`src/rtl/clock_ctrl_pkg.sv`:
```
// Shared types and constants for the clock-gating controller slice.
package clock_ctrl_pkg;

   typedef enum logic [1:0] {
      OFF  = 2'd0,
      WAKE = 2'd1,
      ON   = 2'd2,
      HOLD = 2'd3
   } clk_dom_state_t;

   // Conventional assignment of gated domains to controller slots
   localparam int DOM_MUL   = 0;
   localparam int DOM_CSR   = 1;
   localparam int DOM_TRACE = 2;
   localparam int DOM_SPARE = 3;

endpackage

```
`src/rtl/clock_gate_ctrl_dom.sv`:
```
// One gated domain: OFF/WAKE/ON/HOLD sequencer with a shared settle/idle
// down-counter. Outputs are registered so requesters never see a path
// from their own request back to rdy.
module clock_gate_ctrl_dom
   import clock_ctrl_pkg::*;
#(
   parameter int IDLE_CYCLES = 8,
   parameter int WAKE_CYCLES = 2
) (
   input  logic clk,
   input  logic reset,
   input  logic gate_en,
   input  logic req,
   output logic clk_req,
   output logic rdy,
   output logic off_nxt
);

   localparam int MAX_CYCLES = (IDLE_CYCLES > WAKE_CYCLES) ? IDLE_CYCLES : WAKE_CYCLES;
   localparam int CW         = $clog2(MAX_CYCLES + 1);

   clk_dom_state_t state, state_nxt;
   logic [CW-1:0]  cnt, cnt_nxt;
   logic           r;

   // With gating disabled every domain behaves as if it were requested
   assign r = req | ~gate_en;

   // Next-state decode; the counter is only meaningful in WAKE and HOLD
   always_comb begin
      state_nxt = state;
      cnt_nxt   = cnt;
      unique case (state)
         OFF: begin
            if (r) begin
               state_nxt = WAKE;
               cnt_nxt   = CW'(WAKE_CYCLES - 1);
            end
         end
         WAKE: begin
            if (cnt != '0) begin
               cnt_nxt = cnt - 1'b1;
            end else begin
               state_nxt = ON;
            end
         end
         ON: begin
            if (!r) begin
               state_nxt = HOLD;
               cnt_nxt   = CW'(IDLE_CYCLES - 1);
            end
         end
         HOLD: begin
            if (r) begin
               state_nxt = ON;
            end else if (cnt != '0) begin
               cnt_nxt = cnt - 1'b1;
            end else begin
               state_nxt = OFF;
            end
         end
         default: begin
            state_nxt = ON;
            cnt_nxt   = '0;
         end
      endcase
   end

   assign off_nxt = (state_nxt == OFF);

   // State, counter and decoded outputs all register on the same edge
   always_ff @(posedge clk) begin
      if (reset) begin
         state   <= ON;
         cnt     <= '0;
         clk_req <= 1'b1;
         rdy     <= 1'b1;
      end else begin
         state   <= state_nxt;
         cnt     <= cnt_nxt;
         clk_req <= (state_nxt != OFF);
         rdy     <= (state_nxt == ON) || (state_nxt == HOLD);
      end
   end

endmodule

```
`src/rtl/prim_clock_gate.sv`:
```
// Latch-based integrated clock gate: enable is captured while the clock is
// low so the gated output can never glitch during the high phase.
module prim_clock_gate (
   input  logic clk,
   input  logic en,
   input  logic tst_en,
   output logic gclk
);

   logic en_latch;

   // Transparent-low latch holding the enable steady across the high phase
   always_latch begin
      if (!clk) begin
         en_latch = en | tst_en;
      end
   end

   assign gclk = clk & en_latch;

endmodule

```
`src/rtl/clock_gate_ctrl.sv`:
```
// Clock-gating controller: one sequencer and one gate cell per domain plus
// the registered all_off sleep qualifier.
module clock_gate_ctrl
   import clock_ctrl_pkg::*;
#(
   parameter int NDOM        = 4,
   parameter int IDLE_CYCLES = 8,
   parameter int WAKE_CYCLES = 2
) (
   input  logic            g_clk,
   input  logic            g_reset,
   input  logic            tst_en,
   input  logic            cfg_gate_en,
   input  logic [NDOM-1:0] dom_req,
   output logic [NDOM-1:0] dom_rdy,
   output logic [NDOM-1:0] dom_clk,
   output logic            all_off
);

   logic [NDOM-1:0] clk_req;
   logic [NDOM-1:0] off_nxt;

   for (genvar i = 0; i < NDOM; i++) begin : g_dom
      clock_gate_ctrl_dom #(
         .IDLE_CYCLES (IDLE_CYCLES),
         .WAKE_CYCLES (WAKE_CYCLES)
      ) u_dom (
         .clk     (g_clk),
         .reset   (g_reset),
         .gate_en (cfg_gate_en),
         .req     (dom_req[i]),
         .clk_req (clk_req[i]),
         .rdy     (dom_rdy[i]),
         .off_nxt (off_nxt[i])
      );

      // Reset forces the gate open so synchronous resets reach gated flops
      // even before the sequencer flops have been initialised
      prim_clock_gate u_gate (
         .clk    (g_clk),
         .en     (clk_req[i] | g_reset),
         .tst_en (tst_en),
         .gclk   (dom_clk[i])
      );
   end

   // Sleep qualifier taken from next-state so it lines up with the states
   always_ff @(posedge g_clk) begin
      if (g_reset) begin
         all_off <= 1'b0;
      end else begin
         all_off <= &off_nxt;
      end
   end

endmodule

```
`config.mk`:
```
export PLATFORM = sky130hd
export DESIGN_NAME = clock_gate_ctrl
export DESIGN_NICKNAME = d
export VERILOG_FILES = /design/src/rtl/clock_ctrl_pkg.sv /design/src/rtl/clock_gate_ctrl_dom.sv /design/src/rtl/prim_clock_gate.sv /design/src/rtl/clock_gate_ctrl.sv
export SDC_FILE = /design/constraint.sdc
export NUM_CORES = 1
export LEC_CHECK = 0
export CORE_MARGIN = 10
export CORE_UTILIZATION = 60
export CTS_BUF_LIST = sky130_fd_sc_hd__clkbuf_8
export DETAILED_ROUTE_END_ITERATION = 16
export GPL_TIMING_DRIVEN = 0
export PLACE_DENSITY = 0.85
export SKIP_LAST_GASP = 1
export SYNTH_ARGS = -nofsm -noshare
export SYNTH_HDL_FRONTEND = slang
export SYNTH_SLANG_ARGS = --single-unit
```
`constraint.sdc`:
```
create_clock -name g_clk -period 2.9 [get_ports g_clk]
set_input_delay 0.58 -clock g_clk [delete_from_list [all_inputs] [get_ports g_clk]]
set_output_delay 0.58 -clock g_clk [all_outputs]
set_load 0.01 [all_outputs]
```
==> results_dict.tcl, run 1 <==
set metrics [dict create \
    overflow 0 \
    async_reset_ff_share_pct 0 \
    instances_no_fill 263 \
    dp.cells 254 \
    reg2regPathDepth 1 \
    synth_top_cell_area_share_pct 36.04 \
    drv_slew 0 \
    crit_fanout 1 \
    end_kind "output pin" \
    core_region_area_um2 2829 \
    setup_viol 8 \
    yosys-top-cells-count "dfxtp_1, nor2_1, a21oi_1" \
    layout-drive-gt1-share_pct 16.81 \
    antennaDiodeCount 0 \
    rows 19 \
    vias 1577 \
    area_delta_synth_final_pct 20.61 \
    antenna_found_initial 0 \
    fill_cells 208 \
    hold_start "g_dom[3].u_dom.cnt[3]" \
    startpoint_type "latch" \
    syn_nets 219 \
    maxSlewHeadroom_pct 64.35 \
    synth_cells 207 \
    whs_path_depth 2 \
    wl_per_cell_um 15.66 \
    grt_max_degree 13 \
    yosys.cell_types.count 45 \
    skew_ns 0.009249 \
    clk_pin_slew_ns 0.07 \
    num_io_pins 17 \
    ir_worst_vdd_mv 0.4439 \
    syn_avg_cell_area_um2 8.855 \
    syn-cell-area_um2 1833 \
    firstDrtPassIters 4 \
    crit_start "g_dom[0].u_gate.en_latch" \
    yosys.area.top_type "dfxtp_1" \
    ctsHoldBuffers 0 \
    fin_ws_ns -0.1660 \
    status "finished, violations left" \
    cts_tree "built" \
    rrSetupSlack_ns 0.81 \
    r2r_start "g_dom[0].u_dom.clk_req" \
    worst_ep_required_time_ns 2.32 \
    hold_path.class "reg2reg" \
    cts_setup_buffers 0 \
    insertion_delay_ns 0.40 \
    design_area_um2 2211 \
    cp.arrival_ns 2.49 \
    nets 242 \
    hpwl_um 2961 \
    p_leak_nw 0.8810 \
    synth_flop_cell "dfxtp_1" \
    routabilityCongestion 0.8547 \
    synth_edf_count 0 \
    grt_pass1_vias 1607 \
    start_util_pct 64.79 \
    grt_util_all_layers_pct 16.01 \
    power_mw 1.606 \
    vias_per_cell 5.996 \
    synth_seq_cells 37 \
    hold_viol 0 \
    cap_viol_max_count 0 \
    dieArea_um2 5666 \
    p_per_area_nw_per_um2 726.3 \
    drc 0 \
    die_w_um 75.27 \
    synth.area.top_cells "dfxtp_1, nand2b_1, a21oi_1" \
    die_height_um 75.27 \
    drt_wl_total_um 4118 \
    grt_pass1_wl_um 6817 \
    drt_iter0_markers 135 \
    critPathKind "latch2out" \
    violations "setup timing" \
    synth_most_common_cell "dfxtp_1" \
    ant_nets 0 \
    rsz0062_at_grt "true" \
    io_buffers 16 \
    yosysWarnings 0 \
    tightest_slew_ns 0.5347 \
    dpl-instance-area_um2 2032 \
]
==> layout make-up <==
type                       instances  area, um2  area share (%)
multi-input combinational        143      982.2           44.43
sequential                        37      721.9           32.65
clock buffer                      13      168.9           7.640
timing repair buffer              12      120.1           5.433
buffer                            14      76.32           3.452
clock inverter                     4      68.82           3.113
tap                               31      38.79           1.754
inverter                           9      33.78           1.528
==> power breakdown <==
part           internal (mW)  switching, mW  total [mW]
registers              0.511         0.0178       0.529
clock network          0.637          0.302       0.939
logic                 0.0649         0.0728       0.138
==> worst max-delay path, cell delays in order, from the launching register on <==
cell,delay [ns]
dlxtn_2,0.40
and2_4,0.13
buf_6,0.09
==> final timing paths <==
check                                   to
setup / recovery                dom_clk[0]
hold / removal       g_dom[3].u_dom.cnt[3]
setup reg to reg  g_dom[0].u_gate.en_latch
hold reg to reg      g_dom[3].u_dom.cnt[3]
==> sequential cells by signal (all words and copies together), names as in the netlist <==
register               cells
g_dom.u_dom.rdy            4
g_dom.u_dom.state          8
g_dom.u_dom.clk_req        4
all_off                    1
g_dom.u_gate.en_latch      4
g_dom.u_dom.cnt           16
==> layout by cell type, fill, tap and decap left out, types with 2 or more instances in the layout <==
cell type        count
dfxtp_1             33
nor2_1              17
a21oi_1             14
nand2b_1            12
o21ai_0             12
clkdlybuf4s50_1     12
inv_1               10
clkbuf_8             9
nor2b_1              7
o21bai_1             6
clkbuf_1             5
buf_4                5
nand2_1              5
a31oi_1              5
nand4b_1             5
or3_1                4
and2_4               4
mux2i_1              4
buf_2                4
nand3b_1             4
nor3_1               4
ha_1                 4
buf_6                4
a21o_1               3
dlxtn_1              3
and4bb_2             2
nor4b_1              2
a211oi_2             2
and2_1               2
and3_1               2
a311oi_1             2
a211oi_1             2
o31a_1               2
and4b_1              2
bufinv_16            2
==> metal layers <==
metal / share of wire [%] / up-vias / track usage, %
met5: 0 / - / 0
met3: 6.3 / 11 / 6.045
met4: 2.1 / 0 / 12.58
met1: 43 / 744 / 16.31
met2: 49 / 46 / 26.10
li1: - / 776 / -
==> through the flow <==
step | utilization [%] | hold slack, ns | TNS [ns] | setup WS, ns
global placement | 71.83 | 0.4839 | -1.489 | -0.4328
finish | 78.15 | 0.5156 | -0.6265 | -0.1660
detailed placement | 71.83 | 0.5036 | -1.630 | -0.4839
global route | 78.15 | 0.5468 | -0.7398 | -0.1914
floorplan | - | 0.4718 | 0 | 0.2923
CTS | 78.11 | 0.5149 | -0.6857 | -0.1855
==> cells by family (layout without fill, tap and decap cells) <==
kind of cell             after synthesis  after routing  synth area share (%)
multiplexers                           6              6                 3.413
AO/OA/AOI/OAI                         51             51                 17.82
adder cells (fa/ha/maj)                4              4                 2.730
latches                                4              4                 3.277
flip-flops                            33             33                 36.04
AND/OR/NAND/NOR                       82             82                 29.08
buffers and inverters                 27             52                 7.645
==> timing repair <==
| action | CTS | global route |
|---|---|---|
| gates resized for setup | 25 | 1 |
| cloned | 0 | 0 |
| endpoints found under the setup margin | 8 | 8 |
| pin swaps | 4 | 1 |
Note: power is estimated with default switching activity, not from simulation.
==> inputs of run 2 (changes only) <==
- GPL_TIMING_DRIVEN: 0 -> unset
==> run 2 against run 1 <==
Compared with the run above: the flow still finishes with violations (setup timing); utilization is 5.0 points lower; combinational power shrank 10%; worst hold slack hardly changed; clock power is 32% lower; cell count down 4.6%; sequential power grew 1%; global-route usage is 0.96 points lower; die area unchanged; flip-flop and latch count unchanged; non-clock buffer count decreased by 12; register-to-register slack improved by 0.02 ns; first-iteration DRC count down 14%; highest routed layer unchanged.
==> results_dict.tcl, run 2 (synthesized netlist as in run 1, its figures left out) <==
set metrics [dict create \
    status "finished, violations left" \
    violations "setup timing" \
    regArea_um2 720.7 \
    hold_ws_ns 0.5152 \
    drt_wl_total_um 3739 \
    end_kind "output pin" \
    grt_pass1_vias 1448 \
    multi_input_area_um2 972.2 \
    cap_viol_max_count 0 \
    antenna_found_initial 0 \
    fin_ws_ns -0.1510 \
    layout-drive-gt1-share_pct 11.36 \
    drv_slew 0 \
    firstDrtPassIters 4 \
    hold_viol 0 \
    skew_ns 0.004431 \
    die_w_um 75.27 \
    most-common-layout-cells "dfxtp_1, nor2_1, a21oi_1" \
    cts_setup_buffers 0 \
    die_height_um 75.27 \
    power_mw 1.297 \
    area_delta_synth_final_pct 12.90 \
    hpwl_um 2547 \
    overflow 0 \
    dpl-instance-area_um2 1941 \
    cts_tree "built" \
    setup_viol 8 \
    grt_util_all_layers_pct 15.05 \
    largestRegisters "g_dom.u_dom.cnt x16, g_dom.u_dom.state x8" \
    design_area_um2 2069 \
    drt_iter0_markers 116 \
    dp.cells 238 \
    num_io_pins 17 \
    tightest_slew_ns 0.4493 \
    drc 0 \
    hold_path.class "reg2reg" \
    nets 230 \
    wl_per_cell_um 14.90 \
    vias_per_cell 6.036 \
    startpoint_type "latch" \
    p_leak_nw 0.8142 \
    rsz0062_at_grt "true" \
    insertion_delay_ns 0.39 \
    final_core_util_pct 73.15 \
    vias 1515 \
    largest_register "g_dom.u_dom.cnt" \
    instances_no_fill 251 \
    ant_nets 0 \
    grt_pass1_wl_um 6313 \
    layout_commonest_cell "dfxtp_1" \
    maxSlewHeadroom_pct 69.63 \
    critPathKind "latch2out" \
    routabilityCongestion 0.8756 \
    preCtsSetupSlack_ns -0.1280 \
    dieArea_um2 5666 \
    finalSetupTns_ns -0.5899 \
    p_per_area_nw_per_um2 626.9 \
    clk_pin_slew_ns 0.07 \
    grt_max_degree 17 \
    worst_ep_required_time_ns 2.32 \
    largest_register_ffs 16 \
    ir_worst_vdd_mv 0.3238 \
    rows 19 \
    antennaDiodeCount 0 \
    io_buffers 16 \
    crit_fanout 1 \
    cp.arrival_ns 2.47 \
    fill_cells 221 \
    start_util_pct 64.79 \
    ctsHoldBuffers 0 \
    core_region_area_um2 2829 \
]
## run 2: cell count changes in the layout (fill, tap and decap cells not counted), moves of 3 or more
cell	before	now
and2_1	2	6
and2_4	4	0
buf_4	5	2
buf_6	4	0
clkbuf_1	5	0
## run 2: path summary, 6_finish.rpt
kind | from | endpoint | slack [ns] | cells past startpoint
setup / recovery | g_dom[3].u_gate.en_latch | dom_clk[3] | -0.15 | 2
hold / removal | g_dom[3].u_dom.cnt[3] | g_dom[3].u_dom.cnt[3] | 0.52 | 2
setup reg to reg | g_dom[0].u_dom.clk_req | g_dom[0].u_gate.en_latch | 0.83 | 1
hold reg to reg | g_dom[3].u_dom.cnt[3] | g_dom[3].u_dom.cnt[3] | 0.52 | 2
## run 2: cell type report
cell class / instances / share of cell area [%]
multi-input combinational: 143 / 46.98
clock inverter: 3 / 0.5441
clock buffer: 14 / 7.618
tap: 31 / 1.874
inverter: 9 / 1.632
timing repair buffer: 14 / 6.530
sequential: 37 / 34.82
## run 2: layer usage
metal,up-vias,global-route usage (%),routed length (um),part of all wire [%]
met5,-,0,0,0
met4,0,9.691,76,2.0
met3,9,7.753,252,6.7
met2,49,22.57,1763,47
met1,700,16.50,1646,44
li1,757,-,-,-
## run 2: critical path, stage by stage (launching register included)
cell     delay, ns
dlxtn_1       0.39
and2_1        0.10
buf_2         0.12
## run 2: timing repair
item	in CTS	in global routing
pin swaps	3	0
setup endpoints to repair	8	8
resized for setup	16	0
## run 2: power breakdown
| part | internal, mW | leakage [nW] | switching [mW] | total [mW] |
|---|---|---|---|---|
| registers | 0.511 | 0.304 | 0.0239 | 0.535 |
| logic | 0.0616 | 0.397 | 0.0624 | 0.124 |
| clock network | 0.372 | 0.113 | 0.266 | 0.638 |
